<file path="config.mk">
export PLATFORM = sky130hd
export DESIGN_NAME = adder_rsp_fifo
export DESIGN_NICKNAME = d
export VERILOG_FILES = /design/src/rtl/adder_rsp_fifo_pkg.sv /design/src/rtl/adder_rsp_fifo.sv
export SDC_FILE = /design/constraint.sdc
export NUM_CORES = 1
export LEC_CHECK = 0
export ABC_AREA = 1
export BUFFER_PORTS_ARGS = -buffer_cell sky130_fd_sc_hd__buf_2
export CORE_ASPECT_RATIO = 0.6
export CORE_MARGIN = 8
export CORE_UTILIZATION = 55
export DETAILED_ROUTE_END_ITERATION = 8
export PLACE_DENSITY = 0.75
export SETUP_SLACK_MARGIN = 0.1
export SLEW_MARGIN = 20
export SYNTH_ARGS = -nofsm -noshare
export SYNTH_HDL_FRONTEND = slang
export SYNTH_SLANG_ARGS = --single-unit
</file>
<file path="constraint.sdc">
create_clock -name clk -period 2.46 [get_ports clk]
set_input_delay 0.369 -clock clk [delete_from_list [all_inputs] [get_ports clk]]
set_output_delay 0.369 -clock clk [all_outputs]
set_load 0.05 [all_outputs]
</file>
<file path="src/rtl/adder_rsp_fifo_pkg.sv">
// rtl/adder_rsp_fifo_pkg.sv - shared constants for the adder result queue
package adder_rsp_fifo_pkg;

    localparam int LEN_DATA      = 64;
    localparam int ADD_RSP_DEPTH = 4;

endpackage

</file>
<file path="src/rtl/adder_rsp_fifo.sv">
// rtl/adder_rsp_fifo.sv - FWFT queue capturing adder64 {sum, cout} results for a stallable consumer
module adder_rsp_fifo
    import adder_rsp_fifo_pkg::*;
#(
    parameter int W     = LEN_DATA,
    parameter int DEPTH = ADD_RSP_DEPTH,
    parameter int CW    = $clog2(DEPTH) + 1
) (
    input  logic          clk,
    input  logic          rst,
    input  logic          en,
    input  logic          in_rdy,
    input  logic [W-1:0]  in_sum,
    input  logic          in_cout,
    output logic          out_valid,
    input  logic          out_ready,
    output logic [W-1:0]  out_sum,
    output logic          out_cout,
    output logic [CW-1:0] count,
    output logic          full,
    output logic          empty,
    output logic          ovf
);

    localparam int PW = $clog2(DEPTH);

    logic [W:0]    mem_q [DEPTH];
    logic [W:0]    mem_d [DEPTH];
    logic [PW-1:0] wr_ptr_q, wr_ptr_d;
    logic [PW-1:0] rd_ptr_q, rd_ptr_d;
    logic [CW-1:0] count_q, count_d;
    logic          ovf_q, ovf_d;
    logic          push, pop;

    assign count     = count_q;
    assign full      = (count_q == CW'(DEPTH));
    assign empty     = (count_q == '0);
    assign out_valid = ~empty;
    assign out_sum   = mem_q[rd_ptr_q][W-1:0];
    assign out_cout  = mem_q[rd_ptr_q][W];
    assign ovf       = ovf_q;

    // A push while full is still accepted when the head leaves on the same edge.
    assign pop  = en & out_valid & out_ready;
    assign push = en & in_rdy & (~full | pop);

    always_comb begin
        mem_d    = mem_q;
        wr_ptr_d = wr_ptr_q;
        rd_ptr_d = rd_ptr_q;
        count_d  = count_q;
        ovf_d    = ovf_q | (en & in_rdy & full & ~pop);
        if (push) begin
            mem_d[wr_ptr_q] = {in_cout, in_sum};
            wr_ptr_d        = wr_ptr_q + PW'(1);
        end
        if (pop) begin
            rd_ptr_d = rd_ptr_q + PW'(1);
        end
        case ({push, pop})
            2'b10:   count_d = count_q + CW'(1);
            2'b01:   count_d = count_q - CW'(1);
            default: count_d = count_q;
        endcase
    end

    always_ff @(posedge clk) begin
        if (!rst) begin
            wr_ptr_q <= '0;
            rd_ptr_q <= '0;
            count_q  <= '0;
            ovf_q    <= 1'b0;
            for (int i = 0; i < DEPTH; i++) begin
                mem_q[i] <= '0;
            end
        end else begin
            wr_ptr_q <= wr_ptr_d;
            rd_ptr_q <= rd_ptr_d;
            count_q  <= count_d;
            ovf_q    <= ovf_d;
            for (int i = 0; i < DEPTH; i++) begin
                mem_q[i] <= mem_d[i];
            end
        end
    end

endmodule

</file>
; ---- Word-level counts from Yosys, hierarchy flattened
; Cells that the tools add are included.
[op_classes]
add_sub_neg = 4
order_cmp = 3
eq_ne = 3
n_mux = 7
bitwise = 13
n_reduce_logical = 3
[ops]
columns = op, n
row1 = bitwise mux 260 bit, 1
row2 = 2-to-1 mux 65 bit, 3
row3 = binary-select mux 65 bit (select 2 bit), 1
row4 = demux 65 bit (select 2 bit), 1
row5 = bitwise AND 1 bit, 6
row6 = >= comparator 3 bit (second input constant), 2
row7 = inverter 2 -> 3 bit, 2
row8 = one-hot mux 3 bit (2 select lines), 1
row9 = adder 2 x 1 -> 2 bit (second input constant), 2
row10 = adder 3 x 1 -> 3 bit (second input constant), 1
row11 = == test 3 bit (second input constant), 1
row12 = zero test 3 bit, 1
row13 = less-than comparator 3 x 1 -> 1 bit (second input constant), 1
row14 = inverter 1 bit, 3
row15 = subtractor 3 x 1 -> 3 bit (second input constant), 1
row16 = == test 2 x 1 -> 1 bit (second input constant), 1
row17 = == test 2 bit (second input constant), 1
row18 = OR 1 bit, 2
row19 = nonzero test 2 bit, 1
row20 = logical AND 1 bit, 1
[totals]
ff_bits = 268
in_bits = 70
out_inout_bits = 72

; ---- Longest topological paths before layout
; Gate-level depths: netlist of run 1.
[depth]
depth_word = 8
depth_mapped = 13

; ---- Least setup slack after synthesis of run 1
; OpenSTA, ideal clock, no wires.
[synth_path]
kind = reg-to-reg
start = reg count_q[2] (netlist: count[2])
end = reg count_q[2] (netlist: count[2])
arrival_ns = 2.891
required_ns = 2.347
slack_ns = -0.544
path_stages_with_launch = 13
n_path_buf = 0
synth_period_minus_slack_ns = 3.004
cell_sequence = dfxtp_1 inv_1 nand2_1 inv_1 nor2_1 ha_1 inv_1 fa_1 or2_2 nand2_1 nand2_1 nand2_1 nor2_1
[synth_between]
elab_chain_cells = 8
[synth_rtl]
columns = item, line
row1 = start: declaration, adder_rsp_fifo.sv:31  ; logic [CW-1:0] count_q, count_d;
row2 = start signal: assignment, adder_rsp_fifo.sv:79  ; count_q <= count_d;
row3 = zero test 3 bit *, adder_rsp_fifo.sv:37  ; assign empty = (count_q == '0);
row4 = inverter 1 bit *, adder_rsp_fifo.sv:38  ; assign out_valid = ~empty;
row5 = net out_valid, adder_rsp_fifo.sv:15  ; output logic out_valid,
row6 = bitwise AND 1 bit * (2 in a row), adder_rsp_fifo.sv:44  ; assign pop = en & out_valid & out_ready;
row7 = net pop, adder_rsp_fifo.sv:33  ; logic push, pop;
row8 = OR 1 bit, adder_rsp_fifo.sv:45  ; assign push = en & in_rdy & (~full | pop);
row9 = bitwise AND 1 bit, adder_rsp_fifo.sv:45
row10 = == test 2 x 1 -> 1 bit / == test 2 bit (equally long branches), adder_rsp_fifo.sv:60  ; case ({push, pop})
row11 = one-hot mux 3 bit (2 select lines) / nonzero test 2 bit (equally long branches), --
; The timed path passes the listed nets; every way through them passes the cells marked *.
; A chain may end at the register's enable or synchronous reset.

; ---- Worst setup path in the final report of run 1
[layout_path]
start = reg rd_ptr_q[0]
end = out out_sum[5]
[layout_between]
elab_chain_cells = 4
[layout_rtl]
columns = item, line
row1 = start: declaration, adder_rsp_fifo.sv:30  ; logic [PW-1:0] rd_ptr_q, rd_ptr_d;
row2 = start signal: assignment, adder_rsp_fifo.sv:78  ; rd_ptr_q <= rd_ptr_d;
row3 = inverter 2 -> 3 bit (not written as such), adder_rsp_fifo.sv:39  ; assign out_sum = mem_q[rd_ptr_q][W-1:0];
row4 = binary-select mux 65 bit (select 2 bit), adder_rsp_fifo.sv:39
row5 = 2-to-1 mux 65 bit (2 in a row), --
row6 = end: declaration, adder_rsp_fifo.sv:17  ; output logic [W-1:0] out_sum,
; Every way passes these cells. The select of a mux whose other input is x is not followed.

==> results of run 1 <==
==> registers in the layout, indices dropped and copies added (netlist names) <==
register and cells:
wr_ptr_q 2, count 3, ovf 1, mem_q 260, rd_ptr_q 2
==> repair_timing <==
action / in CTS / in global routing
endpoints found under the setup margin: 65 / 59
setup buffers: 1 / 1
cloned: 2 / 3
gates resized for setup: 64 / 81
==> placed cells by master (no fill, tap or decap), types with 2 or more instances in the layout <==
cell type / instances
a21oi_1: 176
a21oi_2: 22
buf_12: 9
buf_16: 4
buf_2: 80
buf_4: 83
buf_6: 7
bufinv_16: 4
clkbuf_1: 2
clkbuf_16: 29
clkbuf_4: 2
clkbuf_8: 6
clkinv_2: 8
clkinvlp_4: 4
dfxtp_1: 263
dfxtp_4: 5
ha_2: 4
inv_1: 577
inv_2: 16
inv_6: 2
nand2_1: 593
nand3_2: 4
nand4_1: 260
nor2_1: 269
nor2_4: 2
o21ai_0: 41
o21ai_1: 26
o21ai_2: 3
==> logic make-up after synthesis <==
kind of cell | after synthesis
XOR/XNOR | 1
AND/OR/NAND/NOR | 1133
AO/OA/AOI/OAI | 270
adder cells (fa/ha/maj) | 6
buffers and inverters | 784
flip-flops | 268
==> per-layer routing <==
metal	vias to the layer above	routed length, µm
li1	7539	-
met5	-	0
met4	0	788
met1	6669	19600
met3	72	3980
met2	617	19800
==> cell usage after synthesis (all sizes together) <==
cell type / count / area [µm²]
clkbuf: 75 / 283
a21oi: 198 / 991
or2: 1 / 6.26
a21boi: 1 / 7.51
nand4: 260 / 1630
inv: 597 / 2240
nor2: 271 / 1020
xor2: 1 / 8.76
fa: 1 / 20.0
nand3: 6 / 40.0
o21a: 1 / 7.51
nand2: 594 / 2230
dfxtp: 268 / 5370
o21ai: 70 / 350
ha: 5 / 62.6
buf: 112 / 664
nor3: 1 / 5.00
==> power groups by stage <==
stage | Clock (mW) | Combinational [mW] | Sequential, mW
3_3_place_gp | 0 | 2.10 | 4.70
4_1_cts | 4.53 | 2.23 | 4.61
5_1_grt | 4.73 | 2.51 | 4.63
6_report | 4.49 | 2.31 | 4.61
3_5_place_dp | 0 | 2.14 | 4.70
2_1_floorplan | 0 | 1.58 | 4.70
==> critical path, delay by kind of cell, from the launching register on <==
kind            cells  cell delay, ns
buf+inv             3            0.69
simple gates        1            0.08
compound gates      1            0.23
flops               1            0.40
==> area by class of cell <==
class | count | area (µm²)
clock buffer | 35 | 766
multi-input combinational | 1410 | 6520
sequential | 268 | 5380
tap | 360 | 450
timing repair inverter | 2 | 10.0
timing repair buffer | 187 | 1460
fill | 2450 | 9490
inverter | 597 | 2270
clock inverter | 15 | 188
==> through the flow <==
step | utilization (%) | worst slack [ns] | cells
after floorplan | - | 0.104 | 2462
after global placement | 59.1 | 0.300 | 2817
after detailed placement | 59.1 | 0.223 | 2817
after CTS | 63.6 | 0.0573 | 2870
after global routing | 64.3 | 0.0355 | 2874
final | 64.3 | 0.116 | 2874
==> worst max path at each step <==
stage                start           to  slack [ns]  depth (start not counted)
6_report       rd_ptr_q[0]   out_sum[5]        0.12                          5
5_1_grt        rd_ptr_q[0]  out_sum[22]        0.04                          6
4_1_cts        rd_ptr_q[0]  out_sum[46]        0.06                          6
3_5_place_dp            en   mem_q[143]        0.22                          8
3_3_place_gp            en   mem_q[203]        0.30                          8
2_1_floorplan     count[0]     count[2]        0.10                         12
==> run summary, run 1 <==
simple logic cell fraction of the synthesized area: 33.0%
synthesized area: 0.0149 mm²
Starting Density: 56.3%
Hold WS: 0.0995 ns
met1 Usage GRT: 35.0%
Seq/Total Area, Yosys: 35.9%
clk root buf: clkbuf_16
maximum clock rate: 0.427 GHz
Max stage delay on crit path: 0.40 ns
crit path DAT: 1.98 ns
Max stage delay cell, worst path: dfxtp_4
hold_buf cts: 0
adder-cell area share of the yosys netlist: 0.553%
initial DRC count: 1528
met2 Use GR: 41.1%
crit-path max FO: 40
routability cong.: 0.803
Max clock buf depth: 3
Hold/Removal Path Class: input port to register
area added between synthesis and finish: 14.2%
outcome: finished, final reports clean
Yosys warning count: 0
most frequent CP cell: buf_4
port bufs: 141
Gate power share: 20.2%
Psw: 3.61 mW
Post-Syn Nets: 2538
total of max-cap violations: 0
fin area: 0.0170 mm²
Final Power: 11.4 mW
Hold Path Sink: mem_q[165]
met3 usage: 4.82%
final worst path period share: 95.3%
Setup crit end kind: output port
post-layout min period: 2.34 ns
worst reg2reg path startpoint: count[1]
Worst R2R Setup Slack: 0.36 ns
H-tree depth: 1
latest clock arrival within the worst-skew pair: 0.57 ns
post-synthesis mux area share: 0%
Remaining DRCs: 0
Hold Vio Cnt, Final: 0
clock group share of total power: 39.3%
depth of the most critical reg-to-reg path: 7
unrepaired setup endpoints after global routing: yes
Antenna Cells: 0
die area: 0.0328 mm²
Post-DP Area: 0.0157 mm²
Slew Limit Fails: 0
pwr/cell area: 669 mW/mm²
IO Count: 142
row count: 46
clk sinks: 268
worst clock skew: 0.0257 ns
kind of critical path: register to output port
setup violators final: 0
busiest grt layer: met2
Routed Antenna Nets: 0
Congestion Overflow GR: 0
Slew headroom: 51.4%
CTS tree: built
WL final: 44100 µm
#FFs+latches synth: 268
die height: 144 µm
die width: 229 µm
DR WL/cell: 15.3 µm
fraction of the mapped netlist area in compound gates: 9.09%
Startpoint Class: register
XOR/XNOR Fraction of Synth Area: 0.0587%
share of layout cells above drive strength 1: 11.9%
Avg Cell Area, Syn: 6.06 µm²
Required @ worst endpoint: 2.09 ns
initial antenna violation count: 0
setup tns final: 0 ns
Core Footprint: 0.0265 mm²
CP cell instances: inv_16 -> buf_4 -> nand2_1 -> a21oi_1 -> buf_4
synthesized instance count: 2462
number of global-route vias before repair: 13700
reg-to-reg endpoint: mem_q[142]
DRT Pass-1 Iters: 6
Leak: 8.54 nW
worst hold start: rst
DR vias: 14900
Via density: 5.18
internal power: 7.80 mW
NumNets Final: 2569
sw frac: 31.6%
Num CTS Buffers: 27
main combinational cell family by area after synthesis: simple AND/OR/NAND/NOR gates
Peak VDD IR: 0.411 mV
GRT Resource Usage Total: 25.6%
largest net degree at the start of global routing: 143
global-route wire length before repair: 71100 µm
Unique masters post-synth: 24
hpwl dp: 24000 µm
Worst-path clk slew: 0.07 ns
Least-Margin Pin Slew: 0.730 ns
sequential fraction of design power: 40.4%
Worst Hold Depth: 3
Note: power is estimated with default switching activity, not from simulation.
==> run 2, diff against run 1 <==
SETUP_SLACK_MARGIN = 0.4   (was 0.1)
==> run 2 against run 1 <==
Compared with the run above:
- first-iteration DRC count rose by 8.0%
- cell area rose by 5.0%
- worst hold slack improved by 0.090 ns
- clock power fell by 2%
- power rose by 1.5%
- combinational power rose by 12%
- die area did not move
- fmax rose by 3.0%
- routed wire length rose by 3.4%
- sequential share of layout area fell by 1.5 points
- largest cell class unchanged
- final cell count rose by 0.52%
==> run summary, run 2 (synthesis gave the netlist of run 1 again) <==
CTS tree: built (unchanged)
initial DRC count: 1650 (was 1528)
latest clock arrival within the worst-skew pair: 0.54 ns (was 0.57 ns)
hold_buf cts: 0 (unchanged)
CP cell instances: buf_4 -> buf_16 -> a21oi_1 -> a21oi_2 -> buf_6 (was inv_16 -> buf_4 -> nand2_1 -> a21oi_1 -> buf_4)
Most flops, register: mem_q (unchanged)
Hold Vio Cnt, Final: 0 (unchanged)
setup tns final: 0 ns (unchanged)
Hold/Removal Path Class: input port to register (unchanged)
Num CTS Buffers: 26 (was 27)
Peak VDD IR: 0.390 mV (was 0.411 mV)
Post-DP Area: 0.0159 mm² (was 0.0157 mm²)
setup violators final: 0 (unchanged)
Slew headroom: 37.9% (was 51.4%)
die width: 229 µm (unchanged)
pwr/cell area: 647 mW/mm² (was 669 mW/mm²)
Leak: 8.79 nW (was 8.54 nW)
Via density: 5.21 (was 5.18)
DR vias: 15100 (was 14900)
area added between synthesis and finish: 19.9% (was 14.2%)
Least-Margin Pin Slew: 0.932 ns (was 0.730 ns)
die height: 144 µm (unchanged)
initial antenna violation count: 0 (unchanged)
busiest grt layer: met2 (unchanged)
outcome: finished, final reports clean (unchanged)
fin area: 0.0179 mm² (was 0.0170 mm²)
IO Count: 142 (unchanged)
Remaining DRCs: 0 (unchanged)
die area: 0.0328 mm² (unchanged)
Worst-path clk slew: 0.07 ns (about the same)
global-route wire length before repair: 71300 µm (was 71100 µm)
crit-path max FO: 11 (was 40)
unrepaired setup endpoints after global routing: yes (unchanged)
Startpoint Class: register (unchanged)
met2 Use GR: 40.8% (was 41.1%)
GRT Resource Usage Total: 25.7% (was 25.6%)
Max stage delay cell, worst path: dfxtp_4 (unchanged)
kind of critical path: register to output port (unchanged)
hpwl dp: 24800 µm (was 24000 µm)
maximum clock rate: 0.439 GHz (was 0.427 GHz)
most frequent cells in the layout: 592 x nand2_1, 576 x inv_1, 269 x nor2_1, 263 x dfxtp_1, 260 x nand4_1 (was 593 x nand2_1, 577 x inv_1, 269 x nor2_1, 263 x dfxtp_1, 260 x nand4_1)
Antenna Cells: 0 (unchanged)
clk root buf: clkbuf_16 (unchanged)
Setup crit end kind: output port (unchanged)
Congestion Overflow GR: 0 (unchanged)
pre-CTS setup slack: 0.377 ns (was 0.223 ns)
worst clock skew: 0.00801 ns (was 0.0257 ns)
Max clock buf depth: 3 (unchanged)
largest net degree at the start of global routing: 133 (was 143)
number of global-route vias before repair: 13800 (was 13700)
clk sinks: 268 (unchanged)
H-tree depth: 1 (unchanged)
Routed Antenna Nets: 0 (unchanged)
met3 usage: 4.78% (was 4.82%)
row count: 46 (unchanged)
crit path DAT: 1.91 ns (was 1.98 ns)
port bufs: 141 (unchanged)
commonest non-fill, non-tap cell in the layout: nand2_1 (unchanged)
share of layout cells above drive strength 1: 15.3% (was 11.9%)
Hold WS: 0.189 ns (was 0.0995 ns)
total of max-cap violations: 0 (unchanged)
Core Footprint: 0.0265 mm² (unchanged)
Starting Density: 56.3% (unchanged)
routability cong.: 0.799 (was 0.803)
final worst path period share: 92.5% (was 95.3%)
Max stage delay on crit path: 0.43 ns (was 0.40 ns)
max reg flops: 260 (unchanged)
NumNets Final: 2586 (was 2569)
post-layout min period: 2.28 ns (was 2.34 ns)
Slew Limit Fails: 0 (unchanged)
DRT Pass-1 Iters: 6 (unchanged)
WL final: 45600 µm (was 44100 µm)
DR WL/cell: 15.8 µm (was 15.3 µm)
met1 Usage GRT: 35.9% (was 35.0%)
final worst setup slack: 0.183 ns (was 0.116 ns)
Required @ worst endpoint: 2.09 ns (about the same)
[run 2: cell types whose count changed in the layout (fill, tap and decap cells not counted), sizes merged]
cell / delta
buf: +14
bufbuf: +1
clkbuf: +3
clkinv: -1
clkinvlp: -2
[run 2: timing repair]
item	CTS	global route
setup buffers	6	7
pin swaps	0	10
gates cloned	4	9
endpoints found under the hold margin	0	0
setup endpoints to repair	65	65
resized for setup	141	99
[run 2: layer usage]
metal  part of all wire (%)  vias up
met1                     44     6692
met2                     44      728
met3                    9.3       77
li1                       -     7569
met4                    2.1        0
met5                      0        -
[run 2: per-stage QoR]
| stage | power (mW) | util, % | cells |
|---|---|---|---|
| final | 11.6 | 67.5 | 2889 |
| after global routing | 12.0 | 67.5 | 2889 |
| after CTS | 11.4 | 65.4 | 2873 |
| after detailed placement | 6.89 | 60.1 | 2816 |
| after global placement | 6.86 | 60.1 | 2816 |
| after floorplan | 6.34 | - | 2462 |
[run 2: power by group]
part / leakage, nW / internal [mW] / switching, mW
logic: 6.15 / 0.834 / 1.74
registers: 2.18 / 4.52 / 0.0978
clock network: 0.460 / 2.60 / 1.79
[run 2: worst paths after layout]
path / cells past startpoint / from / slack, ns / to
max: 5 / rd_ptr_q[0] / 0.18 / out_sum[51]
min: 4 / out_ready / 0.19 / rd_ptr_q[1]
max reg2reg: 11 / count[1] / 0.53 / count[2]
min reg2reg: 1 / ovf / 0.47 / ovf
[run 2: critical path, delay by kind of cell (launching register included)]
family          cells  cell delay [ns]
buf+inv             3             0.56
compound gates      2             0.36
flops               1             0.43
[run 2: cell type report]
cell class                      count  area, µm²
Inverter                          597       2270
Clock inverter                     11        158
Sequential cell                   268       5380
Tap cell                          360        450
Timing Repair Buffer              204       2010
Multi-Input combinational cell   1410       6830
Clock buffer                       36        769
Timing Repair inverter              3       20.0
Fill cell                        2349       8640
==> run 3, diff against run 2 <==
ABC_AREA = default   (was 1)
ABC_CLOCK_PERIOD_IN_PS = 2460   (was default)
PLACE_DENSITY = 0.76   (was 0.75)
==> run 3 against run 2 <==
Compared with the run above:
- register-to-register slack got worse by 0.13 ns
- non-clock buffer count down 1
- clock skew up 0.0090 ns
- clock-buffer cell count shrank 7
- clock power is 3% lower
- routed wire length decreased by 40%
- highest routed layer unchanged
==> run summary, run 3 <==
fin area: 0.0144 mm² (was 0.0179 mm²)
latest clock arrival within the worst-skew pair: 0.52 ns (was 0.54 ns)
total of max-cap violations: 0 (unchanged)
final worst setup slack: 0.146 ns (was 0.183 ns)
final worst path period share: 94.1% (was 92.5%)
CTS tree: built (unchanged)
sequential fraction of design power: 44.9% (was 39.8%)
setup violators final: 0 (unchanged)
die area: 0.0260 mm² (was 0.0328 mm²)
Antenna Cells: 0 (unchanged)
max reg flops: 260 (unchanged)
Post-Syn Nets: 1120 (was 2538)
Gate power share: 12.6% (was 22.2%)
Required @ worst endpoint: 2.09 ns (about the same)
area added between synthesis and finish: 24.9% (was 19.9%)
Post-DP Area: 0.0125 mm² (was 0.0159 mm²)
routability cong.: 0.747 (was 0.799)
crit-path max FO: 6 (was 11)
sw frac: 24.6% (was 31.4%)
Max stage delay on crit path: 0.53 ns (was 0.43 ns)
Synth area leaders: dfxtp_1 47%, mux2i_1 23%, mux4_2 13% (was dfxtp_1 36%, nand2_1 15%, inv_1 15%)
Starting Density: 55.4% (was 56.3%)
clock group share of total power: 42.5% (was 37.9%)
Main synth FF type: dfxtp_1 (unchanged)
Post-synth ARST share: 0% (unchanged)
Worst-path clk slew: 0.07 ns (about the same)
Peak VDD IR: 0.572 mV (was 0.390 mV)
final core occ: 69.3% (was 67.5%)
Startpoint Class: register (unchanged)
Max stage delay cell, worst path: mux4_2 (was dfxtp_4)
Worst path depth: 4 (was 5)
EDFF count, synth: 0 (unchanged)
Hold Vio Cnt, Final: 0 (unchanged)
Seq/Total Area, Yosys: 46.6% (was 35.9%)
Most flops, register: mem_q (unchanged)
Unique masters post-synth: 25 (was 24)
share of layout cells above drive strength 1: 26.8% (was 15.3%)
initial antenna violation count: 0 (unchanged)
pwr/cell area: 696 mW/mm² (was 647 mW/mm²)
synthesized instance count: 1044 (was 2462)
row count: 41 (was 46)
Remaining DRCs: 0 (unchanged)
GRT Resource Usage Total: 20.3% (was 25.7%)
critical path's top delay family: multiplexers (was buffers and inverters)
Yosys warning count: 0 (unchanged)
most frequent CP cell: buf_6
unrepaired setup endpoints after global routing: yes (unchanged)
most frequent cells after synthesis: 333 x nand2_1, 268 x dfxtp_1, 263 x mux2i_1 (was 594 x nand2_1, 580 x inv_1, 270 x nor2_1)
kind of critical path: register to output port (unchanged)
Final Power: 10.0 mW (was 11.6 mW)
Psw: 2.47 mW (was 3.63 mW)
NumNets Final: 1270 (was 2586)
die height: 128 µm (was 144 µm)
Slew headroom: 71.8% (was 37.9%)
Worst Hold Depth: 3 (was 4)
DR vias: 8117 (was 15100)
post-synth top area cell: dfxtp_1 (unchanged)
hpwl dp: 16400 µm (was 24800 µm)
port bufs: 141 (unchanged)
global-route wire length before repair: 43700 µm (was 71300 µm)
Least-Margin Pin Slew: 0.424 ns (was 0.932 ns)
share of the synthesized area in the top cell type: 46.6% (was 35.9%)
internal power: 7.55 mW (was 7.95 mW)
CP Buf/Inv Count: 3 (unchanged)
Leak: 5.26 nW (was 8.79 nW)
number of global-route vias before repair: 8273 (was 13800)
maximum clock rate: 0.432 GHz (was 0.439 GHz)
crit path DAT: 1.95 ns (was 1.91 ns)
Hold WS: 0.176 ns (was 0.189 ns)
Slew Limit Fails: 0 (unchanged)
Routed Antenna Nets: 0 (unchanged)
Layout Cells excl Fill: 1491 (was 2889)
initial DRC count: 483 (was 1650)
worst clock skew: 0.0170 ns (was 0.00801 ns)
setup tns final: 0 ns (unchanged)
CP cell instances: buf_6 -> clkbuf_16 -> mux4_2 -> buf_6 (was buf_4 -> buf_16 -> a21oi_1 -> a21oi_2 -> buf_6)
#FFs+latches synth: 268 (unchanged)
largest net degree at the start of global routing: 95 (was 133)
depth of the most critical reg-to-reg path: 9 (was 11)
Via density: 5.44 (was 5.21)
DRT Pass-1 Iters: 5 (was 6)
DR WL/cell: 18.2 µm (was 15.8 µm)
Congestion Overflow GR: 0 (unchanged)
outcome: finished, final reports clean (unchanged)
Hold/Removal Path Class: input port to register (unchanged)
IO Count: 142 (unchanged)
commonest non-fill, non-tap cell in the layout: nand2_1 (unchanged)
post-layout min period: 2.31 ns (was 2.28 ns)
H-tree depth: 1 (unchanged)
placed cells: 1411 (was 2816)
WL final: 27200 µm (was 45600 µm)
Avg Cell Area, Syn: 11.0 µm² (was 6.06 µm²)
most frequent cells in the layout: 333 x nand2_1, 263 x mux2i_1, 263 x dfxtp_1, 75 x buf_2, 65 x mux4_2 (was 592 x nand2_1, 576 x inv_1, 269 x nor2_1, 263 x dfxtp_1, 260 x nand4_1)
clk root buf: clkbuf_16 (unchanged)
hold_buf cts: 0 (unchanged)
Setup crit end kind: output port (unchanged)
Max clock buf depth: 3 (unchanged)
top-count cell post-synth: nand2_1 (unchanged)
clk sinks: 268 (unchanged)
pre-CTS setup slack: 0.271 ns (was 0.377 ns)
Core Footprint: 0.0208 mm² (was 0.0265 mm²)
die width: 203 µm (was 229 µm)
synthesized area: 0.0115 mm² (was 0.0149 mm²)
Num CTS Buffers: 25 (was 26)
==> run 3: cell type report <==
type	instances	area [µm²]
timing repair buffer	203	2070
sequential	268	5380
fill	1479	6390
clock inverter	16	240
clock buffer	29	671
tap	279	349
inverter	7	26.3
multi-input combinational	689	5650
==> run 3: layer usage <==
| metal | wire [µm] | part of all wire [%] | up-vias | track usage, % |
|---|---|---|---|---|
| met1 | 13000 | 48 | 4011 | 28.0 |
| met4 | 361 | 1.3 | 0 | 3.44 |
| met2 | 12500 | 46 | 170 | 33.5 |
| met3 | 1320 | 4.9 | 34 | 3.48 |
| li1 | - | - | 3902 | - |
| met5 | 0 | 0 | - | 0 |
==> run 3: final timing paths <==
kind	from	endpoint	slack, ns
worst max register to register	count[1]	count[2]	0.40
worst min-delay path	in_sum[14]	mem_q[79]	0.18
worst max-delay path	rd_ptr_q[1]	out_sum[20]	0.15
worst min register to register	mem_q[153]	mem_q[153]	0.45
==> run 3: worst reg2reg max path, cell delays in order, from the launching register on <==
cell      delay, ns
dfxtp_4        0.37
nor4b_4        0.31
nor2_2         0.07
inv_1          0.07
ha_2           0.19
inv_1          0.06
fa_2           0.34
xor2_1         0.17
or3_1          0.31
a21boi_1       0.13
==> run 3: what timing repair did <==
item,CTS,global route
cloned,6,4
setup endpoints to repair,65,66
gates resized for setup,136,17
pin swaps,0,3
hold endpoints to repair,0,0
buffers inserted,19,6
==> run 3: power by group through the flow <==
stage	combinational (mW)	sequential (mW)	clock [mW]
5_1_grt	1.33	4.51	4.55
3_5_place_dp	1.06	4.60	0
2_1_floorplan	0.780	4.60	0
3_3_place_gp	1.05	4.60	0
4_1_cts	1.22	4.50	4.34
6_report	1.26	4.50	4.26
==> run 3: cell families (layout without fill, tap and decap cells) <==
| family | Yosys count | after routing | synth area share, % |
|---|---|---|---|
| and+or+nand+nor | 347 | 347 | 12.0 |
| muxes | 328 | 328 | 35.6 |
| DFF | 268 | 268 | 46.6 |
| buffers and inverters | 87 | 255 | 4.64 |
| adders and majority gates | 6 | 6 | 0.717 |
| AOI/OAI and AO/OA | 5 | 5 | 0.304 |
| xor gates and xnor gates | 3 | 3 | 0.228 |
